[src/rtl/exunit_mul_pipe_pkg.sv]
// rtl/exunit_mul_pipe_pkg.sv - payload type and product helpers for the multiply execution pipe
`ifndef DATA_LEN
`define DATA_LEN 32
`endif
`ifndef RRF_SEL
`define RRF_SEL 6
`endif
`ifndef SPECTAG_LEN
`define SPECTAG_LEN 5
`endif

package exunit_mul_pipe_pkg;

    // Everything an in-flight multiply carries between stages besides its valid bit.
    typedef struct packed {
        logic [`RRF_SEL-1:0]     rrftag;
        logic                    dstval;
        logic [`SPECTAG_LEN-1:0] spectag;
        logic                    specbit;
        logic                    sel_lohi;
        logic [2*`DATA_LEN-1:0]  prod;
    } mul_payload_t;

    // Low 2*DATA_LEN bits of the product of the two operands, each widened
    // by sign or zero extension. Widening to 2*DATA_LEN gives the same low
    // bits as the 33-bit by 33-bit form, so one unsigned multiply covers
    // all four signedness combinations.
    function automatic logic [2*`DATA_LEN-1:0] mul_prod(
        input logic [`DATA_LEN-1:0] a,
        input logic [`DATA_LEN-1:0] b,
        input logic                 a_signed,
        input logic                 b_signed
    );
        logic [2*`DATA_LEN-1:0] xa;
        logic [2*`DATA_LEN-1:0] xb;
        xa = {{`DATA_LEN{a_signed & a[`DATA_LEN-1]}}, a};
        xb = {{`DATA_LEN{b_signed & b[`DATA_LEN-1]}}, b};
        return xa * xb;
    endfunction

    // Pick the high or low word of a stored product.
    function automatic logic [`DATA_LEN-1:0] sel_word(input mul_payload_t p);
        return p.sel_lohi ? p.prod[2*`DATA_LEN-1:`DATA_LEN] : p.prod[`DATA_LEN-1:0];
    endfunction

endpackage

[src/rtl/mul_pipe_stage.sv]
// rtl/mul_pipe_stage.sv - one multiply pipe register with mispredict squash and resolve clear
module mul_pipe_stage
    import exunit_mul_pipe_pkg::*;
(
    input  logic                    clk,
    input  logic                    reset,
    input  logic                    in_valid,
    input  mul_payload_t            in_pl,
    input  logic                    prmiss,
    input  logic                    prsuccess,
    input  logic [`SPECTAG_LEN-1:0] prtag,
    input  logic [`SPECTAG_LEN-1:0] specfixtag,
    output logic                    valid,
    output mul_payload_t            pl
);

    logic squash;
    logic resolve;

    // A mispredict overrides a simultaneous resolve.
    assign squash  = prmiss & (|(in_pl.spectag & specfixtag));
    assign resolve = ~prmiss & prsuccess & (in_pl.spectag == prtag);

    // Capture the upstream op, dropping it on squash and clearing its speculative bit on resolve.
    always_ff @(posedge clk) begin
        if (reset) begin
            valid <= 1'b0;
            pl    <= '0;
        end else begin
            valid <= in_valid & ~squash;
            pl    <= in_pl;
            if (resolve) begin
                pl.specbit <= 1'b0;
            end
        end
    end

endmodule

[src/rtl/exunit_mul_pipe.sv]
// rtl/exunit_mul_pipe.sv - pipelined integer multiply unit; optional output register via MUL_OUT_REG_EN
module exunit_mul_pipe
    import exunit_mul_pipe_pkg::*;
#(
    parameter int STAGES = 2
) (
    input  logic                    clk,
    input  logic                    reset,
    input  logic                    issue,
    input  logic [`DATA_LEN-1:0]    ex_src1,
    input  logic [`DATA_LEN-1:0]    ex_src2,
    input  logic                    src1_signed,
    input  logic                    src2_signed,
    input  logic                    sel_lohi,
    input  logic [`RRF_SEL-1:0]     rrftag,
    input  logic                    dstval,
    input  logic [`SPECTAG_LEN-1:0] spectag,
    input  logic                    specbit,
    input  logic                    prmiss,
    input  logic                    prsuccess,
    input  logic [`SPECTAG_LEN-1:0] prtag,
    input  logic [`SPECTAG_LEN-1:0] specfixtag,
    output logic [`DATA_LEN-1:0]    result,
    output logic                    rrf_we,
    output logic                    rob_we,
    output logic [`RRF_SEL-1:0]     wrrftag,
    output logic                    kill_spec,
    output logic [STAGES-1:0]       busy_stages
);

    mul_payload_t    issue_pl;
    mul_payload_t    stage_pl [STAGES+1];
    logic [STAGES:0] stage_valid;
    mul_payload_t    out_pl;
    logic            out_valid;

    // The full product is formed at issue and simply carried down the pipe.
    always_comb begin
        issue_pl          = '0;
        issue_pl.rrftag   = rrftag;
        issue_pl.dstval   = dstval;
        issue_pl.spectag  = spectag;
        issue_pl.specbit  = specbit;
        issue_pl.sel_lohi = sel_lohi;
        issue_pl.prod     = mul_prod(ex_src1, ex_src2, src1_signed, src2_signed);
    end

    assign stage_pl[0]    = issue_pl;
    assign stage_valid[0] = issue;

    for (genvar g = 0; g < STAGES; g++) begin : g_stage
        mul_pipe_stage u_stage (
            .clk        (clk),
            .reset      (reset),
            .in_valid   (stage_valid[g]),
            .in_pl      (stage_pl[g]),
            .prmiss     (prmiss),
            .prsuccess  (prsuccess),
            .prtag      (prtag),
            .specfixtag (specfixtag),
            .valid      (stage_valid[g+1]),
            .pl         (stage_pl[g+1])
        );
    end

`ifdef MUL_OUT_REG_EN
    mul_payload_t last_sel_pl;
    logic         unused_out;

    // Narrow to the selected word ahead of the output register so result leaves straight from a flop.
    always_comb begin
        last_sel_pl          = stage_pl[STAGES];
        last_sel_pl.sel_lohi = 1'b0;
        last_sel_pl.prod     = {{`DATA_LEN{1'b0}}, sel_word(stage_pl[STAGES])};
    end

    mul_pipe_stage u_out_reg (
        .clk        (clk),
        .reset      (reset),
        .in_valid   (stage_valid[STAGES]),
        .in_pl      (last_sel_pl),
        .prmiss     (prmiss),
        .prsuccess  (prsuccess),
        .prtag      (prtag),
        .specfixtag (specfixtag),
        .valid      (out_valid),
        .pl         (out_pl)
    );

    assign result     = out_pl.prod[`DATA_LEN-1:0];
    assign unused_out = ^{out_pl.specbit, out_pl.sel_lohi, out_pl.prod[2*`DATA_LEN-1:`DATA_LEN]};
`else
    logic unused_out;

    assign out_valid  = stage_valid[STAGES];
    assign out_pl     = stage_pl[STAGES];
    assign result     = sel_word(out_pl);
    assign unused_out = out_pl.specbit;
`endif

    // An op leaving the pipe in a mispredict cycle that hits its tag is suppressed here.
    assign kill_spec   = out_valid & prmiss & (|(out_pl.spectag & specfixtag));
    assign rob_we      = out_valid & ~kill_spec;
    assign rrf_we      = rob_we & out_pl.dstval;
    assign wrrftag     = out_pl.rrftag;
    assign busy_stages = stage_valid[STAGES:1];

endmodule

[config.mk]
export PLATFORM = sky130hd
export DESIGN_NAME = exunit_mul_pipe
export DESIGN_NICKNAME = d
export VERILOG_FILES = /design/src/rtl/exunit_mul_pipe_pkg.sv /design/src/rtl/mul_pipe_stage.sv /design/src/rtl/exunit_mul_pipe.sv
export SDC_FILE = /design/constraint.sdc
export NUM_CORES = 2
export LEC_CHECK = 0
export BUFFER_PORTS_ARGS = -buffer_cell sky130_fd_sc_hd__buf_2
export CAP_MARGIN = 20
export CORE_UTILIZATION = 50
export CTS_CLUSTER_SIZE = 20
export DETAILED_ROUTE_END_ITERATION = 10
export HOLD_SLACK_MARGIN = 0.05
export PLACE_DENSITY = 0.66
export SYNTH_ARGS = -nofsm -noshare
export SYNTH_HDL_FRONTEND = slang
export SYNTH_SLANG_ARGS = --single-unit
[constraint.sdc]
create_clock -name clk -period 24.9 [get_ports clk]
set_input_delay 4.98 -clock clk [delete_from_list [all_inputs] [get_ports clk]]
set_output_delay 4.98 -clock clk [all_outputs]
set_load 0.005 [all_outputs]
==> run metrics <==
result of the run=completed; Core Box Area=83800 um^2; via count of the first global-routing pass=32500; ratio of cells with drive above 1 in the final layout=5.27%; pins over their slew limit=0; initial DRC count=1842; clock latency reported for the late side of the worst-skew pair=0.41 ns; H-tree levels=4; Initial Utilization=50.6%; FFs w/ async S/R, synth=0%; required arrival time at the worst endpoint=25.17 ns; classification of the worst setup path=input pin to flip-flop; Post-route DRC=0; clock tree buffer depth=2; row count=106; Tot GR Track Use=27.4%; overall die height=293 um; critical path endpoint category=flip-flop; Primary FF master, synth=sky130_fd_sc_hd__dfxtp_1; average size of a mapped cell=9.33 um^2; via count=29600; fin util=52.8%; Synthesis Warnings=0; Worst Path Max Fanout=18; average detailed-routed wire length per instance=20.0 um; Routed Antenna Nets=0; most frequent standard cell in the layout excluding fill and tap cells=sky130_fd_sc_hd__fa_1; Final Hold Viols=0; fill cell instance count of the final layout=7835; total of max-cap violations=0; GRT overflow=0; maximum frequency from static timing analysis=70.2 MHz; number of cells upsized or downsized after cts=0; post-layout minimum cycle time=14.24 ns; number of clock buffers inserted by TritonCTS=17; crit path DAT=14.52 ns; clock-pin slew on the worst setup and hold paths=0.06 ns; I/O pin count=138; HPWL after detailed placement=86200 um; die outline width=293 um; EDFF count, synth=0; net count after synthesis=5978; Area growth syn-to-layout=4.36%; DIE AREA=86000 um^2; kind of start point of the critical path=input pin; buffers added on ports=130; Yosys top cell area share=53.1%; commonest non-fill, non-tap cells in the layout=sky130_fd_sc_hd__fa_1, sky130_fd_sc_hd__inv_1, sky130_fd_sc_hd__nand2_1; worst relative slew slack=25.1%; final setup fails=0; clock skew after layout=0.00511 ns; Placer Congestion=0.907; Hold/Removal Path Class=flip-flop to flip-flop; vias per cell=5.27; CTS Root Buffer Type=sky130_fd_sc_hd__clkbuf_16; area taken by flip-flops and latches=3120 um^2; final layout net count=5899; cell count after synthesis=4546; area of the mapped netlist=42400 um^2; number of setup buffers added after CTS=0; CTS tree=yes; slew of the pin with the lowest slew margin=1.12 ns; Total Wirelength=112000 um; fraction of the cycle the final worst path needs=57.2%; cell types occupying the most area after synthesis=sky130_fd_sc_hd__fa_1, sky130_fd_sc_hd__inv_1, sky130_fd_sc_hd__dfxtp_1, sky130_fd_sc_hd__nand2_1, sky130_fd_sc_hd__ha_1; setup repair after global routing missed its margin=no; Unique masters post-synth=66; CTS sink cnt=156; cts hold-fix bufs=0; register bit total from synthesis=156; Detailed Routing Iterations Pass 1=5; portion of the post-synthesis area used by sequential elements=7.36%; largest net degree at the start of global routing=90; Final TNS setup=0 ns; antenna violations before repair=4; post-synth top area cell=sky130_fd_sc_hd__fa_1; first-pass GRT wire length=181000 um; multi-input combinational cell area=34200 um^2
==> state kept, by name (all words and copies together) (netlist names) <==
| name | cells |
|---|---|
| g_stage.u_stage.pl | 154 |
| g_stage.u_stage.valid | 2 |
==> worst max-delay path: stages <==
cell	delay, ns
sky130_fd_sc_hd__buf_2	0.36
sky130_fd_sc_hd__and2_1	0.41
sky130_fd_sc_hd__buf_4	0.29
sky130_fd_sc_hd__nand2_1	0.12
sky130_fd_sc_hd__inv_1	0.17
sky130_fd_sc_hd__fa_1	0.50
sky130_fd_sc_hd__fa_1	0.57
sky130_fd_sc_hd__fa_1	0.68
sky130_fd_sc_hd__inv_1	0.35
sky130_fd_sc_hd__fa_1	1.27
sky130_fd_sc_hd__inv_1	0.35
sky130_fd_sc_hd__fa_1	0.54
sky130_fd_sc_hd__fa_1	0.54
sky130_fd_sc_hd__inv_1	0.05
sky130_fd_sc_hd__fa_1	0.45
sky130_fd_sc_hd__fa_1	0.49
sky130_fd_sc_hd__inv_1	0.04
sky130_fd_sc_hd__ha_1	0.34
sky130_fd_sc_hd__o21a_1	0.21
sky130_fd_sc_hd__a211oi_1	0.33
sky130_fd_sc_hd__o2bb2ai_2	0.14
sky130_fd_sc_hd__a31oi_4	0.21
sky130_fd_sc_hd__o221ai_2	0.16
sky130_fd_sc_hd__or4_1	0.50
sky130_fd_sc_hd__a31oi_1	0.22
sky130_fd_sc_hd__xnor2_1	0.16
sky130_fd_sc_hd__nor2_1	0.05
==> logic make-up after synthesis <==
logic type / after synthesis / share of synthesized area [%]
compound gates: 198 / 3.09
xor+xnor: 73 / 1.51
fa+ha+maj: 1337 / 59.3
buf+inv: 1346 / 12.0
flops: 156 / 7.36
mux: 33 / 0.876
simple gates: 1403 / 15.8
==> path summary, 6_finish.rpt <==
path	start	end	slack (ns)	cells past startpoint
setup / recovery	src1_signed	g_stage[0].u_stage.pl[63]$_SDFF_PP0_	10.66	27
hold / removal	g_stage[0].u_stage.pl[12]$_SDFF_PP0_	g_stage[1].u_stage.pl[12]$_SDFF_PP0_	0.43	1
setup reg to reg	g_stage[0].u_stage.pl[66]$_SDFF_PP0_	g_stage[1].u_stage.valid$_SDFF_PP0_	23.94	3
hold reg to reg	g_stage[0].u_stage.pl[12]$_SDFF_PP0_	g_stage[1].u_stage.pl[12]$_SDFF_PP0_	0.43	1
==> cell type report <==
cell class              count  area share [%]
multi-input cells        3044            77.2
inverters                1092            9.26
flip-flops and latches    156            7.05
well taps                1134            3.21
repair buffers            156            1.92
clock buffers              20            1.05
clock inverters             8           0.269
diodes                      1         0.00565
==> synthesized netlist by cell type (3+ instances only) <==
| master | count |
|---|---|
| sky130_fd_sc_hd__a21oi_1 | 61 |
| sky130_fd_sc_hd__mux2_2 | 32 |
| sky130_fd_sc_hd__o21ai_1 | 14 |
| sky130_fd_sc_hd__buf_2 | 6 |
| sky130_fd_sc_hd__a222oi_1 | 3 |
| sky130_fd_sc_hd__nor2_1 | 102 |
| sky130_fd_sc_hd__xnor2_1 | 51 |
| sky130_fd_sc_hd__a211oi_1 | 5 |
| sky130_fd_sc_hd__a21o_1 | 31 |
| sky130_fd_sc_hd__o221ai_1 | 3 |
| sky130_fd_sc_hd__nand2_1 | 739 |
| sky130_fd_sc_hd__fa_1 | 1125 |
| sky130_fd_sc_hd__and2_1 | 362 |
| sky130_fd_sc_hd__o21ai_0 | 22 |
| sky130_fd_sc_hd__o31ai_1 | 5 |
| sky130_fd_sc_hd__clkbuf_1 | 233 |
| sky130_fd_sc_hd__a41oi_1 | 3 |
| sky130_fd_sc_hd__o21a_1 | 4 |
| sky130_fd_sc_hd__o21bai_1 | 6 |
| sky130_fd_sc_hd__ha_1 | 212 |
| sky130_fd_sc_hd__nor3b_1 | 3 |
| sky130_fd_sc_hd__nand2b_1 | 11 |
| sky130_fd_sc_hd__nand3_1 | 13 |
| sky130_fd_sc_hd__a31oi_1 | 12 |
| sky130_fd_sc_hd__nor2b_1 | 104 |
| sky130_fd_sc_hd__dfxtp_1 | 156 |
| sky130_fd_sc_hd__and3_1 | 23 |
| sky130_fd_sc_hd__o211ai_1 | 5 |
| sky130_fd_sc_hd__buf_4 | 9 |
| sky130_fd_sc_hd__a22oi_1 | 4 |
| sky130_fd_sc_hd__buf_1 | 4 |
| sky130_fd_sc_hd__a21boi_1 | 3 |
| sky130_fd_sc_hd__inv_1 | 1092 |
| sky130_fd_sc_hd__nand4_1 | 11 |
| sky130_fd_sc_hd__or4_1 | 4 |
| sky130_fd_sc_hd__or2_2 | 6 |
| sky130_fd_sc_hd__nor3_1 | 11 |
| sky130_fd_sc_hd__xor2_1 | 22 |
==> metrics by stage <==
| step | setup slack, ns | cells | hold WS [ns] | area (um^2) |
|---|---|---|---|---|
| detailed placement | 10.32 | 5582 | 0.423 | 43700 |
| floorplan | 12.09 | 4546 | 0.414 | 42400 |
| finish | 10.66 | 5611 | 0.433 | 44300 |
| global route | 10.25 | 5610 | 0.445 | 44300 |
| global placement | 10.40 | 5582 | 0.415 | 43700 |
| CTS | 10.71 | 5610 | 0.436 | 44300 |
==> metal layers <==
metal / vias to the layer above / wire length (um) / track usage, %
li1: 12800 / - / -
met3: 213 / 7200 / 3.66
met2: 993 / 56400 / 47.9
met4: 8 / 3480 / 7.74
met1: 15500 / 45300 / 35.8
met5: - / 39 / 0
Power is left out: the tool's default activity adds up to more than one toggle a clock period on the data nets, which glitch-free logic cannot reach.
